<file path="src/rtl/da_pkg.sv">
// Shared types and defaults for the DAC output path.
package da_pkg;

    localparam int DATA_W_DEFAULT = 8;

    typedef logic [DATA_W_DEFAULT-1:0] sample_t;

    typedef enum logic {
        IDLE = 1'b0,
        RUN  = 1'b1
    } state_e;

endpackage

</file>
<file path="src/rtl/da_sample_fifo.sv">
// Synchronous sample FIFO. The head is always presented combinationally.
// The occupancy count is kept separately from the wrapping pointers.
module da_sample_fifo
    import da_pkg::*;
#(
    parameter int DEPTH  = 16,
    parameter int DATA_W = DATA_W_DEFAULT
) (
    input  logic                     clk,
    input  logic                     rst_n,
    input  logic                     push,
    input  logic [DATA_W-1:0]        din,
    input  logic                     pop,
    output logic [DATA_W-1:0]        head,
    output logic [$clog2(DEPTH):0]   level,
    output logic                     full,
    output logic                     empty
);

    localparam int PTR_W = $clog2(DEPTH);
    localparam int LVL_W = PTR_W + 1;

    logic [DATA_W-1:0] mem_q [DEPTH];
    logic [DATA_W-1:0] mem_d [DEPTH];
    logic [PTR_W-1:0]  wr_ptr_q, wr_ptr_d;
    logic [PTR_W-1:0]  rd_ptr_q, rd_ptr_d;
    logic [LVL_W-1:0]  count_q, count_d;
    logic              push_ok, pop_ok;

    assign full    = (count_q == LVL_W'(DEPTH));
    assign empty   = (count_q == '0);
    assign head    = mem_q[rd_ptr_q];
    assign level   = count_q;
    assign push_ok = push && !full;
    assign pop_ok  = pop && !empty;

    // Next pointer, count and storage contents.
    always_comb begin
        mem_d    = mem_q;
        wr_ptr_d = wr_ptr_q;
        rd_ptr_d = rd_ptr_q;
        count_d  = count_q;
        if (push_ok) begin
            mem_d[wr_ptr_q] = din;
            wr_ptr_d        = wr_ptr_q + PTR_W'(1);
        end
        if (pop_ok) begin
            rd_ptr_d = rd_ptr_q + PTR_W'(1);
        end
        case ({push_ok, pop_ok})
            2'b10:   count_d = count_q + LVL_W'(1);
            2'b01:   count_d = count_q - LVL_W'(1);
            default: count_d = count_q;
        endcase
    end

    // Storage needs no reset; an empty count makes stale words unreachable.
    always_ff @(posedge clk) begin
        mem_q <= mem_d;
    end

    // Pointer and count registers; reset discards buffered samples.
    always_ff @(posedge clk or negedge rst_n) begin
        if (!rst_n) begin
            wr_ptr_q <= '0;
            rd_ptr_q <= '0;
            count_q  <= '0;
        end else begin
            wr_ptr_q <= wr_ptr_d;
            rd_ptr_q <= rd_ptr_d;
            count_q  <= count_d;
        end
    end

endmodule

</file>
<file path="src/rtl/da_converter.sv">
// Parallel DAC driver: buffers samples, divides sys_clk into DA_clk and
// updates the data bus on each DA_clk falling edge so it is stable for a
// half period before the DAC latches on the rising edge.
// Build option: DA_MIDSCALE_ON_UNDERFLOW_EN drives midscale on an empty pop
// instead of holding the last word.
module da_converter
    import da_pkg::*;
#(
    parameter int DA_CLK_MAX_CNT = 49,
    parameter int FIFO_DEPTH     = 16,
    parameter int DATA_W         = DATA_W_DEFAULT
) (
    input  logic                          sys_clk,
    input  logic                          rst_n,
    input  logic                          enable,
    input  logic [DATA_W-1:0]             sample_in,
    input  logic                          sample_valid,
    output logic                          sample_ready,
    output logic                          DA_clk,
    output logic [DATA_W-1:0]             DA_digits_out,
    output logic                          sample_taken,
    output logic                          underflow,
    output logic [$clog2(FIFO_DEPTH):0]   fifo_level
);

    localparam int CNT_W = (DA_CLK_MAX_CNT > 0) ? $clog2(DA_CLK_MAX_CNT + 1) : 1;
    localparam logic [CNT_W-1:0] CNT_MAX = CNT_W'(DA_CLK_MAX_CNT);
`ifdef DA_MIDSCALE_ON_UNDERFLOW_EN
    localparam logic [DATA_W-1:0] MIDSCALE = {1'b1, {(DATA_W-1){1'b0}}};
`endif

    state_e            state_q, state_d;
    logic [CNT_W-1:0]  cnt_q, cnt_d;
    logic              da_clk_q, da_clk_d;
    logic [DATA_W-1:0] dout_q, dout_d;
    logic              taken_q, taken_d;
    logic              underflow_q, underflow_d;

    logic              fifo_push, fifo_pop;
    logic              fifo_full, fifo_empty;
    logic [DATA_W-1:0] fifo_head;

    // Readiness is purely occupancy based, so a full FIFO refuses a push
    // even in the cycle it pops.
    assign sample_ready = !fifo_full;
    assign fifo_push    = sample_valid && sample_ready;

    da_sample_fifo #(
        .DEPTH  (FIFO_DEPTH),
        .DATA_W (DATA_W)
    ) u_fifo (
        .clk   (sys_clk),
        .rst_n (rst_n),
        .push  (fifo_push),
        .din   (sample_in),
        .pop   (fifo_pop),
        .head  (fifo_head),
        .level (fifo_level),
        .full  (fifo_full),
        .empty (fifo_empty)
    );

    // Divider, run/idle control and falling-edge data update.
    always_comb begin
        state_d     = state_q;
        cnt_d       = cnt_q;
        da_clk_d    = da_clk_q;
        dout_d      = dout_q;
        taken_d     = 1'b0;
        underflow_d = underflow_q;
        fifo_pop    = 1'b0;
        case (state_q)
            IDLE: begin
                cnt_d    = '0;
                da_clk_d = 1'b0;
                if (enable) begin
                    state_d     = RUN;
                    underflow_d = 1'b0;
                end
            end
            RUN: begin
                if (!enable) begin
                    // Forced low without consuming a sample.
                    state_d  = IDLE;
                    cnt_d    = '0;
                    da_clk_d = 1'b0;
                end else if (cnt_q == CNT_MAX) begin
                    cnt_d    = '0;
                    da_clk_d = !da_clk_q;
                    if (da_clk_q) begin
                        if (!fifo_empty) begin
                            dout_d   = fifo_head;
                            fifo_pop = 1'b1;
                            taken_d  = 1'b1;
                        end else begin
                            underflow_d = 1'b1;
`ifdef DA_MIDSCALE_ON_UNDERFLOW_EN
                            dout_d = MIDSCALE;
`endif
                        end
                    end
                end else begin
                    cnt_d = cnt_q + CNT_W'(1);
                end
            end
            default: state_d = IDLE;
        endcase
    end

    // Control and output registers.
    always_ff @(posedge sys_clk or negedge rst_n) begin
        if (!rst_n) begin
            state_q     <= IDLE;
            cnt_q       <= '0;
            da_clk_q    <= 1'b0;
            dout_q      <= '0;
            taken_q     <= 1'b0;
            underflow_q <= 1'b0;
        end else begin
            state_q     <= state_d;
            cnt_q       <= cnt_d;
            da_clk_q    <= da_clk_d;
            dout_q      <= dout_d;
            taken_q     <= taken_d;
            underflow_q <= underflow_d;
        end
    end

    assign DA_clk        = da_clk_q;
    assign DA_digits_out = dout_q;
    assign sample_taken  = taken_q;
    assign underflow     = underflow_q;

endmodule

</file>
<file path="config.mk">
export PLATFORM = sky130hd
export DESIGN_NAME = da_converter
export DESIGN_NICKNAME = d
export VERILOG_FILES = /design/src/rtl/da_pkg.sv /design/src/rtl/da_sample_fifo.sv /design/src/rtl/da_converter.sv
export SDC_FILE = /design/constraint.sdc
export NUM_CORES = 1
export LEC_CHECK = 0
export CAP_MARGIN = 20
export CORE_UTILIZATION = 60
export DETAILED_ROUTE_END_ITERATION = 16
export PLACE_DENSITY_LB_ADDON = 0.25
export REMOVE_ABC_BUFFERS = 1
export SLEW_MARGIN = 5
export SYNTH_ARGS = -nofsm -noshare
export SYNTH_HDL_FRONTEND = slang
export SYNTH_SLANG_ARGS = --single-unit
</file>
<file path="constraint.sdc">
create_clock -name sys_clk -period 3.65 [get_ports sys_clk]
set_input_delay 0.73 -clock sys_clk [delete_from_list [all_inputs] [get_ports sys_clk]]
set_output_delay 0.73 -clock sys_clk [all_outputs]
set_load 0.1 [all_outputs]
</file>
==> run_results.csv, run 1 <==
group,metric,value,unit
die,num_rows,37,
clocking,ctsHoldBuffers,0,
worst_setup_path,critical_path_class,"reg -> out",
cells_and_area,n_antenna_cell,0,
route,vias,3253,
worst_setup_path,cp_max_fo,4,
timing,grt_setup_unrepaired,"false",
route,drt-pass1-iter-count,4,
synth,ys_seq_elements,159,
timing,fin_crit_sh,90.3,%
global_route,grt_pass1_vias,3422,
synth,yosys.area.top_type_share,59.7,%
timing,fmax,303,MHz
worst_setup_path,end_kind,"output pin",
cells_and_area,layout-drive-gt1-share,21.2,%
die,core,0.0104,mm2
worst_setup_path,cp.buffers_inverters,1,
global_route,track_usage,24.4,%
die,die_width,106,um
power_and_ir_drop,p_leak,2.68,nW
global_route,grt_pass1_wl,19000,um
clocking,cts_made_buffers,17,
cells_and_area,finalNonFillerCells,547,
worst_setup_path,crit_required,2.92,ns
worst_setup_path,reg2reg_from,"u_fifo.level[3]$_DFFE_PN0P_",
worst_setup_path,path_cells,"nor3_1 > nand3_1 > clkdlybuf4s50_1",
synth,yosysTopAreaCell,"edfxtp_1",
synth,synth-seq-area-share,71.7,%
flow_run,drv_cap,0,
place,portBuffers,28,
place,place_hpwl,7520,um
timing,fin_worst_skew,0.00514,ns
timing,period_minus_slack,3.30,ns
synth,synth-warning-count,0,
synth,synth.avg_cell_area,18.7,um2
die,initial_core_util,62.1,%
clocking,clkSinkCount,159,
cells_and_area,ff_latch_area,0.00462,mm2
timing,finalSetupViolCount,0,
timing,tightest_slew,0.990,ns
global_route,grt.overflow.total,0,
route,dr.first_iter.drc_count,223,
synth,postSynthCellCount,344,
clocking,cts_tree,"built",
route,finalWirelength,12100,um
clocking,ctsResizeCount,0,
place,place_inst,515,
route,wire_per_inst,22.0,um
clocking,htreeDepth,4,
status,status,"completed",
route,via_per_inst,5.95,
timing,tns,0,ns
worst_setup_path,critPathLaunchType,"register",
global_route,antenna_found_initial,0,
route,drt.antenna.violating_nets,0,
worst_setup_path,crit_slowest_cell,"clkdlybuf4s50_1",
worst_setup_path,cp_slowest_stage_delay,0.99,ns
die,pin_count,29,
die,die_h,106,um
timing,slew_violations,0,
clocking,cts_setup_buffers,0,
timing,relSlewSlack,33.8,%
clocking,root_buffer,"clkbuf_8",
synth,yosysUniqueCellTypes,34,
clocking,clkTransAtPathRegs,0.06,ns
cells_and_area,syn_to_final_growth,16.9,%
timing,hold_viol_final,0,
power_and_ir_drop,peakVddDrop,0.000528,V
place,gp_congestion,0.743,
route,drc,0,
synth,syn-cell-area,0.00644,mm2
worst_hold_path,hold_class,"in -> async",
worst_setup_path,path_delay_family,"buffers and inverters",
worst_setup_path,cp.arrival,2.57,ns
die,dieArea,0.0112,mm2
cells_and_area,n_fill_cell,614,
cells_and_area,multi_input_area,0.00167,mm2
clocking,clock_path_buffers,2,
clocking,clkLatencyLatePin,0.53,ns
worst_setup_path,crit_path_start,"u_fifo.level[3]$_DFFE_PN0P_",
power_and_ir_drop,p_per_area,618,mW/mm2
global_route,grt_max_degree,24,
cells_and_area,nNetsFinal,423,
synth,synthTopCellsByArea,"edfxtp_1 60%, dfrtp_1 12%, mux4_2 6.6%",
## layout by cell type, fill, tap and decap left out, types with 2 or more instances in the layout
cell               n
a21o_1             2
a21oi_1           12
buf_4             24
bufinv_16          2
clkbuf_1           2
clkbuf_16         16
clkdlybuf4s50_1   28
clkinv_4           2
clkinvlp_4         3
dfrtp_1           30
edfxtp_1         128
ha_1              11
inv_1              9
inv_6              3
mux2_2            10
mux2i_1            9
mux4_1            13
mux4_2            19
nand2_1           11
nand2b_1           3
nand3_1            5
nor2_1            23
nor3_1             5
o21ai_0            3
o22ai_1            8
or2_2              2
xnor2_1           12
xor2_1             3
## final timing paths
| check | endpoint | slack, ns | depth (start not counted) |
|---|---|---|---|
| max reg2reg | u_fifo.level[4]$_DFFE_PN0P_ | 0.77 | 10 |
| min | u_fifo.level[0]$_DFFE_PN0P_ | 0.45 | 1 |
| max in group asynchronous | u_fifo.rd_ptr_q[1]$_DFFE_PN0P_ | 2.59 | 3 |
| min reg2reg | cnt_q[0]$_DFF_PN0_ | 0.48 | 1 |
| max | sample_ready | 0.35 | 3 |
| min in group sys_clk | cnt_q[0]$_DFF_PN0_ | 0.48 | 1 |
## layout make-up
| type | count | share of cell area, % |
|---|---|---|
| inverters | 9 | 0.449 |
| well taps | 136 | 2.26 |
| clock inverters | 12 | 1.79 |
| clock buffers | 19 | 5.60 |
| repair buffers | 53 | 6.32 |
| flip-flops and latches | 159 | 61.4 |
| multi-input cells | 159 | 22.2 |
## through the flow
step	utilization, %	area, um2	hold slack, ns	worst slack (ns)	power (W)
2_1_floorplan	-	6320	0.434	0.377	0.00276
3_3_place_gp	67.1	6960	0.477	0.604	0.00299
3_5_place_dp	67.1	6960	0.484	0.521	0.00302
4_1_cts	72.5	7510	0.493	0.333	0.00469
5_1_grt	72.6	7530	0.465	0.276	0.00482
6_report	72.6	7530	0.453	0.355	0.00465
## kinds of logic after synthesis
group	synth area share, %
flip-flops	71.7
AO/OA/AOI/OAI	2.51
AND/OR/NAND/NOR	3.87
adder cells (fa/ha/maj)	2.45
buffers and inverters	2.31
XOR/XNOR	2.04
multiplexers	15.1
## Yosys cell counts (all sizes together)
| library cell | instances |
|---|---|
| fa | 1 |
| a31oi | 1 |
| inv | 9 |
| clkbuf | 4 |
| nor3b | 1 |
| buf | 11 |
| xnor2 | 12 |
| xor2 | 3 |
| clkdlybuf4s25 | 2 |
| a21oi | 12 |
| nor3 | 5 |
| mux4 | 32 |
| and3 | 1 |
| or2 | 2 |
| nand4b | 1 |
| nor2 | 23 |
| nand2 | 11 |
| o22ai | 8 |
| a21o | 2 |
| nand4 | 1 |
| nand3 | 5 |
| a41oi | 1 |
| dfrtp | 31 |
| edfxtp | 128 |
| nand2b | 3 |
| o21ai | 3 |
| nor2b | 1 |
| mux2 | 10 |
| mux2i | 9 |
| ha | 11 |
## worst register-to-register path: stages, from the launching register on
cell and delay (ns):
dfrtp_1 0.42, nor3_1 0.49, a21oi_1 0.19, nand2_1 0.14
inv_1 0.05, ha_1 0.27, fa_1 0.44, a21o_1 0.21
a21oi_1 0.17, mux2i_1 0.26, xnor2_1 0.16
## metal layers
layer	vias to the layer above	track usage, %	part of all wire [%]
li1	1456	-	-
met1	1668	31.5	40
met2	108	40.3	52
met3	21	6.80	6.3
met4	0	8.83	1.6
met5	-	0	0
## report_power, final
part | switching (W) | internal (W) | total, W
sequential | 0.000107 | 0.00216 | 0.00227
clock | 0.000690 | 0.000973 | 0.00166
combinational | 0.000490 | 0.000235 | 0.000724
## sequential cells by signal, indices dropped and copies added, names as in the netlist
register / flops
u_fifo.rd_ptr_q: 4
sample_taken: 1
cnt_q: 6
state_q: 1
u_fifo.level: 5
underflow: 1
u_fifo.wr_ptr_q: 4
u_fifo.mem_q: 128
DA_digits_out: 8
DA_clk: 1
(Power assumes the default switching activity.)
==> run 2: changes to the inputs <==
==> constraint.sdc (replaced) <==
create_clock -name sys_clk -period 3.65 [get_ports sys_clk]
set_input_delay 0.73 -clock sys_clk [delete_from_list [all_inputs] [get_ports sys_clk]]
set_output_delay 0.73 -clock sys_clk [all_outputs]
set_load 0.005 [all_outputs]
==> run 2 against run 1 <==
  * Combinational power is 29% lower
  * Final cell count stayed put
  * Critical path depth is 7 higher
  * Via count is 2.7% lower
  * Wire length is 4.9% lower
  * Global-route usage is 1.2 points lower
  * First-iteration DRC count is 7.6% lower
  * Critical path type is now reg -> reg
==> run_results.csv, run 2 (synthesis results as in run 1) <==
group,metric,value,unit
global_route,grt.overflow.total,0,
worst_setup_path,ff2ff_path_depth,10,
worst_setup_path,end_kind,"register",
worst_setup_path,critical_path_class,"reg -> reg",
global_route,antenna_found_initial,0,
clocking,htreeDepth,4,
place,place_hpwl,7280,um
route,dr.first_iter.drc_count,206,
global_route,busiest_layer,"met2",
power_and_ir_drop,power_frac_comb,11.7,%
power_and_ir_drop,p_per_area,588,mW/mm2
worst_setup_path,critPathLaunchType,"register",
route,via_per_inst,5.79,
die,pin_count,29,
global_route,use_met1,29.8,%
cells_and_area,layout_common_cells,"128 x edfxtp_1, 30 x dfrtp_1, 28 x clkdlybuf4s50_1",
clocking,ctsHoldBuffers,0,
timing,finalSetupViolCount,0,
timing,slew_violations,0,
clocking,cts_tree,"built",
clocking,clock_path_buffers,2,
global_route,use_met2,38.2,%
die,core,0.0104,mm2
power_and_ir_drop,internal_power,0.00336,W
cells_and_area,syn_to_final_growth,16.6,%
timing,relSlewSlack,38.4,%
worst_setup_path,crit_required,4.10,ns
timing,grt_setup_unrepaired,"false",
power_and_ir_drop,p_leak,2.66,nW
power_and_ir_drop,swShare,23.8,%
worst_setup_path,cp_max_fo,6,
clocking,root_buffer,"clkbuf_8",
timing,worst_slack,0.891,ns
global_route,grt_pass1_vias,3324,
power_and_ir_drop,pwr-share-clk,37.0,%
worst_hold_path,hold_class,"reg -> reg",
cells_and_area,ff_latch_area,0.00462,mm2
worst_setup_path,r2r_slack,0.89,ns
cells_and_area,layout-drive-gt1-share,20.4,%
cells_and_area,n_fill_cell,634,
clocking,clkSinkCount,159,
worst_setup_path,cp.arrival,3.21,ns
flow_run,drv_cap,0,
cells_and_area,top_register,"u_fifo.mem_q",
cells_and_area,final_common_cell,"edfxtp_1",
global_route,track_usage,23.2,%
clocking,cts_made_buffers,17,
die,num_rows,37,
place,portBuffers,28,
clocking,ctsResizeCount,0,
timing,fin_crit_sh,75.6,%
route,vias,3166,
die,die_h,106,um
cells_and_area,n_antenna_cell,0,
route,drt.antenna.violating_nets,0,
place,gp_congestion,0.715,
timing,hold_viol_final,0,
clocking,clkTransAtPathRegs,0.06,ns
global_route,grt_use_met3,6.43,%
timing,fin_hold_ws,0.502,ns
route,drt-pass1-iter-count,4,
global_route,grt_pass1_wl,18100,um
power_and_ir_drop,peakVddDrop,0.000421,V
power_and_ir_drop,p_sw,0.00105,W
place,post-place-ws,0.467,ns
route,finalWirelength,11500,um
cells_and_area,multi_input_area,0.00167,mm2
cells_and_area,largest_register_ffs,128,
die,initial_core_util,62.1,%
timing,fin_worst_skew,0.00771,ns
cells_and_area,nNetsFinal,422,
clocking,clkLatencyLatePin,0.52,ns
global_route,grt_max_degree,24,
die,die_width,106,um
route,wire_per_inst,21.0,um
timing,tns,0,ns
worst_hold_path,min_delay_path_depth,1,
die,dieArea,0.0112,mm2
clocking,cts_setup_buffers,0,
timing,tightest_slew,0.921,ns
power_and_ir_drop,seqPwrFrac,51.3,%
timing,period_minus_slack,2.76,ns
route,drc,0,
timing,fmax,362,MHz
status,status,"completed",
run 2: cell type report:
cell class,instances,share of cell area [%]
Sequential cell,159,61.6
Multi-Input combinational cell,159,22.3
Timing Repair Buffer,52,6.13
Clock buffer,22,5.77
Tap cell,136,2.27
Clock inverter,10,1.55
Inverter,9,0.450
run 2: worst max-delay path: stages (launching register included):
cell,delay (ns)
dfrtp_1,0.41
nor3_1,0.46
a21oi_1,0.19
nand2_1,0.12
inv_1,0.05
ha_1,0.28
fa_1,0.44
a21o_1,0.20
a21oi_1,0.17
mux2i_1,0.23
xnor2_1,0.13
run 2: final timing paths:
path                                                   from                           end
worst max-delay path            u_fifo.level[3]$_DFFE_PN0P_   u_fifo.level[4]$_DFFE_PN0P_
worst min-delay path                     cnt_q[0]$_DFF_PN0_            cnt_q[0]$_DFF_PN0_
worst max register to register  u_fifo.level[3]$_DFFE_PN0P_   u_fifo.level[4]$_DFFE_PN0P_
worst min register to register           cnt_q[0]$_DFF_PN0_            cnt_q[0]$_DFF_PN0_
max in group asynchronous                             rst_n  DA_digits_out[1]$_DFFE_PN0P_
min in group asynchronous                             rst_n   u_fifo.level[1]$_DFFE_PN0P_
run 2: per-layer routing:
layer,vias to the layer above,share of wire (%)
met3,10,5.8
met1,1595,42
li1,1463,-
met2,98,51
met4,0,1.2
met5,-,0
run 2: stage by stage:
| stage | utilization (%) | cells | instance area [um2] | power, W |
|---|---|---|---|---|
| global placement | 67.1 | 515 | 6960 | 0.00278 |
| CTS | 72.4 | 547 | 7510 | 0.00445 |
| floorplan | - | 327 | 6320 | 0.00256 |
| finish | 72.4 | 547 | 7510 | 0.00441 |
| global route | 72.4 | 547 | 7510 | 0.00459 |
| detailed placement | 67.1 | 515 | 6960 | 0.00282 |
run 2: power by group through the flow:
stage,Sequential (W),Combinational [W],Clock (W)
finish,0.00227,0.000516,0.00163
CTS,0.00226,0.000523,0.00166
floorplan,0.00227,0.000290,0
global route,0.00228,0.000576,0.00173
global placement,0.00229,0.000497,0
detailed placement,0.00230,0.000519,0
==> RTL edit 1: new RTL, settings of run 2 <==
Change the package constant `DATA_W_DEFAULT` from 8 to 9.
--- a/src/rtl/da_pkg.sv
+++ b/src/rtl/da_pkg.sv
@@ -1,7 +1,7 @@
 // Shared types and defaults for the DAC output path.
 package da_pkg;
 
-    localparam int DATA_W_DEFAULT = 8;
+    localparam int DATA_W_DEFAULT = 9;
 
     typedef logic [DATA_W_DEFAULT-1:0] sample_t;
 
Ports: changed (resized DA_digits_out and sample_in); port bits go from 29 to 31. No check against the original RTL was run, so the function may have changed too.
==> RTL edit 1 against run 2 <==
Sequential share of layout area increased by 1.3 points; final area increased by 8.6%; setup slack improved by 0.059 ns; sequential cell count increased by 17; via count increased by 11%; area after synthesis increased by 9.2%; routed wire length increased by 12%; total power increased by 9.1%; critical path type is now input pin to register; largest cell class unchanged; largest power group unchanged.
==> RTL edit 1: results (changes against run 2) <==
metric,value,unit,change
largest net degree at the start of global routing,38,,+58%
number of global-route vias before repair,3533,,+6.3%
synth warn,0,,unchanged
Post-synth EDFFs,144,,+13%
share of the yosys chip area belonging to registers,72.9,%,+1.2 points
"Distinct cells, synth",39,,+15%
clock insertion delay at the later pin of the skew report,0.42,ns,-0.10 ns
routed wire length,12.8,mm,+12%
Final Skew,0.00657,ns,-0.00114 ns
Crit Path Max Fanout,6,,unchanged
layout cells sized above 1,23.6,%,+3.2 points
final RePlAce weighted congestion,0.745,,+4.1%
"Async S/R FF share, synth",18.2,%,-1.3 points
post-DR vias/cell,6.06,,+4.6%
Clock Pin Slew Worst Setup and Hold Paths,0.06,ns,about the same
HPWL after DPL,7.77,mm,+6.7%
reported net switching power,1170,µW,+11%
layout filler cell count,695,,+9.6%
wire length of the first global-routing pass,19.6,mm,+8.5%
Antenna diodes,0,,unchanged
TritonCTS Buffers,17,,unchanged
worst-case vdd ir drop,0.000490,V,+16%
number of resized instances in the post-cts repair step,0,,unchanged
Leak,0.00283,µW,+6.4%
number of violations reported at the end of detailed-routing iteration 0,338,,+64%
run status,finished clean,,
initial antenna violation count,0,,unchanged
leading post-synthesis cells by instance count,"edfxtp_1 (144), dfrtp_1 (32), mux4_2 (32), nor2_1 (23), a21oi_1 (13)",,
Tightest Hold Check Type,register to register,,
top cells by area in the synthesized netlist,"edfxtp_1 (62%), dfrtp_1 (11%), mux4_2 (10%)",,
count of H-tree levels built during CTS,4,,unchanged
Root Buffer Master,clkbuf_16,,
global-route usage over all layers,23.6,%,+0.38 points
Max Buffers Root-to-Sink,2,,unchanged
Port-buffer cells,30,,+7.1%
Nets,448,,+6.2%
worst relative slew slack,36.5,%,-1.9 points
buffers inserted during post-CTS setup optimization,0,,unchanged
Largest Register,u_fifo.mem_q,,
register-to-register path setup slack,1.03,ns,+0.14 ns
max reg flops,144,,+13%
number of detailed-route iterations in the first pass,4,,unchanged
-- RTL edit 1: cell count changes after synthesis, sizes merged --
cell	run 2	this run
clkdlybuf4s25	2	0
a21oi	12	13
mux2	10	11
dfrtp	31	32
mux4	32	36
o22ai	8	9
edfxtp	128	144
buf	11	13
mux2i	9	10
-- RTL edit 1: worst paths after layout --
path,cells past startpoint,to,from
max,11,u_fifo.level[4],enable
min,1,DA_digits_out[0],DA_digits_out[0]
max reg2reg,12,u_fifo.level[4],cnt_q[1]
min reg2reg,1,DA_digits_out[0],DA_digits_out[0]
max in group asynchronous,2,u_fifo.rd_ptr_q[1],rst_n
min in group asynchronous,2,cnt_q[3],rst_n
-- RTL edit 1: layout make-up --
class,instances,area share [%]
clock buffers,19,5.31
clock inverters,13,1.86
inverters,9,0.414
multi-input cells,167,21.7
flip-flops and latches,176,62.9
well taps,143,2.19
repair buffers,52,5.71
-- RTL edit 1: power groups by stage --
stage	Combinational [µW]	Clock, µW	Sequential [µW]
after detailed placement	536	0	2550
final	537	1770	2510
after global routing	593	1880	2530
after floorplan	306	0	2520
after CTS	542	1800	2510
after global placement	521	0	2530
-- RTL edit 1: cell families (layout without fill, tap and decap cells) --
kind of cell             count (synthesis)  in the layout  synth area share (%)
flip-flops                             176            176                  72.9
multiplexers                            57             57                  14.9
AND/OR/NAND/NOR                         54             54                  3.61
AO/OA/AOI/OAI                           29             29                  2.46
buffers and inverters                   26             93                  1.98
XOR/XNOR                                15             15                  1.87
adder cells (fa/ha/maj)                 12             12                  2.24
-- RTL edit 1: worst max-delay path, cell delays in order --
cell	delay, ns
clkdlybuf4s50_1	0.51
nand2_1	0.10
a21oi_1	0.20
nand2_1	0.11
inv_2	0.06
ha_1	0.29
ha_1	0.32
a21o_1	0.17
a21oi_1	0.17
mux2i_1	0.23
xnor2_1	0.13
-- RTL edit 1: metrics by stage --
step	area, µm²	power, µW	instances	setup slack [ns]	hold slack [ns]
floorplan	6920	2820	352	0.860	0.434
global placement	7570	3050	547	0.619	0.481
detailed placement	7570	3080	547	0.533	0.488
CTS	8150	4850	579	0.966	0.507
global route	8150	5000	579	0.753	0.534
finish	8150	4810	579	0.950	0.505
-- RTL edit 1: per-layer routing --
metal	wire length [µm]	track usage [%]	vias up
met5	0	0	-
met4	176	9.02	0
met3	543	6.17	16
met2	6480	37.7	94
met1	5650	31.5	1840
li1	-	-	1557
==> RTL edit 2: new RTL, config.mk and constraints of run 2 <==
Without the edit above. Reset style: synchronous (`rst_n`), changed in 2 clocked blocks.
--- a/src/rtl/da_sample_fifo.sv
+++ b/src/rtl/da_sample_fifo.sv
@@ -60,7 +60,7 @@
     end
 
     // Pointer and count registers; reset discards buffered samples.
-    always_ff @(posedge clk or negedge rst_n) begin
+    always_ff @(posedge clk) begin
         if (!rst_n) begin
             wr_ptr_q <= '0;
             rd_ptr_q <= '0;
--- a/src/rtl/da_converter.sv
+++ b/src/rtl/da_converter.sv
@@ -108,7 +108,7 @@
     end
 
     // Control and output registers.
-    always_ff @(posedge sys_clk or negedge rst_n) begin
+    always_ff @(posedge sys_clk) begin
         if (!rst_n) begin
             state_q     <= IDLE;
             cnt_q       <= '0;
Behaviour: differs if rst_n is asserted again (counterexample within 4 cycles, from zero or initial values and one cycle with rst_n low); with rst_n held inactive, the same outputs for 10 cycles.
==> RTL edit 2 against run 2 <==
Cell count rose by 7.7%; critical path depth rose by 2; first-iteration DRC count rose by 70%; setup slack got worse by 0.090 ns; sequential cell count did not move; non-clock buffer count fell by 15; routed wire length rose by 5.7%; final area fell by 1.9%; area after synthesis fell by 1.4%; sequential share of layout area fell by 0.90 points; critical path type unchanged.
Power is not compared: it rests on default switching activity, and its combinational part moved more than twofold at a synthesized area within 25%.
==> RTL edit 2: results (changes against run 2) <==
metric,value,unit,change
highest achievable clock rate,0.351,GHz,-3.2%
number of global-route vias before repair,3453,,+3.9%
number of max-slew violations in the final report,0,,unchanged
layout cells sized above 1,13.9,%,-6.5 points
HPWL after DPL,7.73,mm,+6.2%
count of H-tree levels built during CTS,4,,unchanged
Register-to-Register Path Depth,12,,+2
share of the yosys chip area belonging to registers,70.3,%,-1.5 points
TritonCTS Buffers,17,,unchanged
run status,finished clean,,
Nets,464,,+10%
Post-Syn Instances,404,,+17%
Crit Path Max Fanout,4,,-2
critical path endpoint,u_fifo.level[4],,
worst path arrival time,3.27,ns,+0.06 ns
Signal buf overhead,4.89,%,-1.2 points
count of plain and timing-repair buffers,37,,-29%
synth-to-layout area growth,15.9,%,
Post-Route Hold Slack,0.482,ns,-0.0204 ns
#MultiIn Comb,215,,+35%
count of clock-net buffers in the final layout,19,,-14%
number of detailed-route iterations in the first pass,6,,+2
multi-input gate area in the final layout,1750,µm²,+4.6%
nonclk inv count,10,,+1
register-to-register path setup slack,0.80,ns,-0.09 ns
post-DR vias/cell,5.91,,+2.1%
placed cell area,6780,µm²,-2.5%
post-route non-filler standard cell count,589,,+7.7%
startpoint of the most critical hold path,cnt_q[0],,
Worst Hold End,cnt_q[0],,
XOR/XNOR share of the synthesized area,1.79,%,-0.25 points
wire length of the first global-routing pass,19.1,mm,+5.7%
clock-cell share of area,7.87,%,+0.55 points
"Async S/R FF share, synth",0,%,-19 points
final RePlAce weighted congestion,0.810,,+13%
number of violations reported at the end of detailed-routing iteration 0,350,,+70%
leading post-synthesis cells by instance count,"edfxtp_1 (128), mux2i_1 (35), dfxtp_1 (31), nand2_1 (24), nor2_1 (24)",,
largest net degree at the start of global routing,52,,+120%
multiplexer share of the synthesized area,11.2,%,-3.9 points
Critical path origin,cnt_q[0],,
flip-flop and latch area,4470,µm²,-3.4%
worst relative slew slack,43.4,%,+5.0 points
cell total after placement,557,,+8.2%
worst setup timing slack at the placement stage,0.272,ns,-0.194 ns
"Distinct cells, synth",38,,+12%
final sequential cell count,159,,unchanged
fraction of the mapped netlist area in adder cells,2.48,%,+0.034 points
top cells by area in the synthesized netlist,"edfxtp_1 (61%), dfxtp_1 (9.8%), mux4_2 (5.7%)",,
average wire per standard cell,20.6,µm,-1.8%
worst-path cell with the longest stage delay,fa_1,,
Antenna diodes,0,,unchanged
fraction of the mapped netlist area in compound gates,5.14,%,+2.6 points
biggest cell delay along the critical path,0.42,ns,-0.04 ns
-- RTL edit 2: critical path: cells and delay by family, from the launching register on --
kind | cells | cell delay, ns
adders and majority gates | 3 | 0.81
and+or+nand+nor | 6 | 1.19
muxes | 1 | 0.13
AOI/OAI and AO/OA | 1 | 0.10
DFF | 1 | 0.38
buffers and inverters | 1 | 0.11
-- RTL edit 2: power groups by stage --
stage          Combinational (µW)  Clock, µW  Sequential, µW
4_1_cts                       117       1710            1990
2_1_floorplan                50.8          0            2030
6_report                      117       1690            1990
3_5_place_dp                  117          0            2030
5_1_grt                       129       1780            1990
3_3_place_gp                  112          0            2030
-- RTL edit 2: per-layer routing --
metal	vias to the layer above	wire length, µm	global-route usage [%]
li1	1607	-	-
met1	1751	5110	32.7
met4	0	219	9.76
met3	19	620	5.30
met5	-	0	0
met2	104	6170	38.5
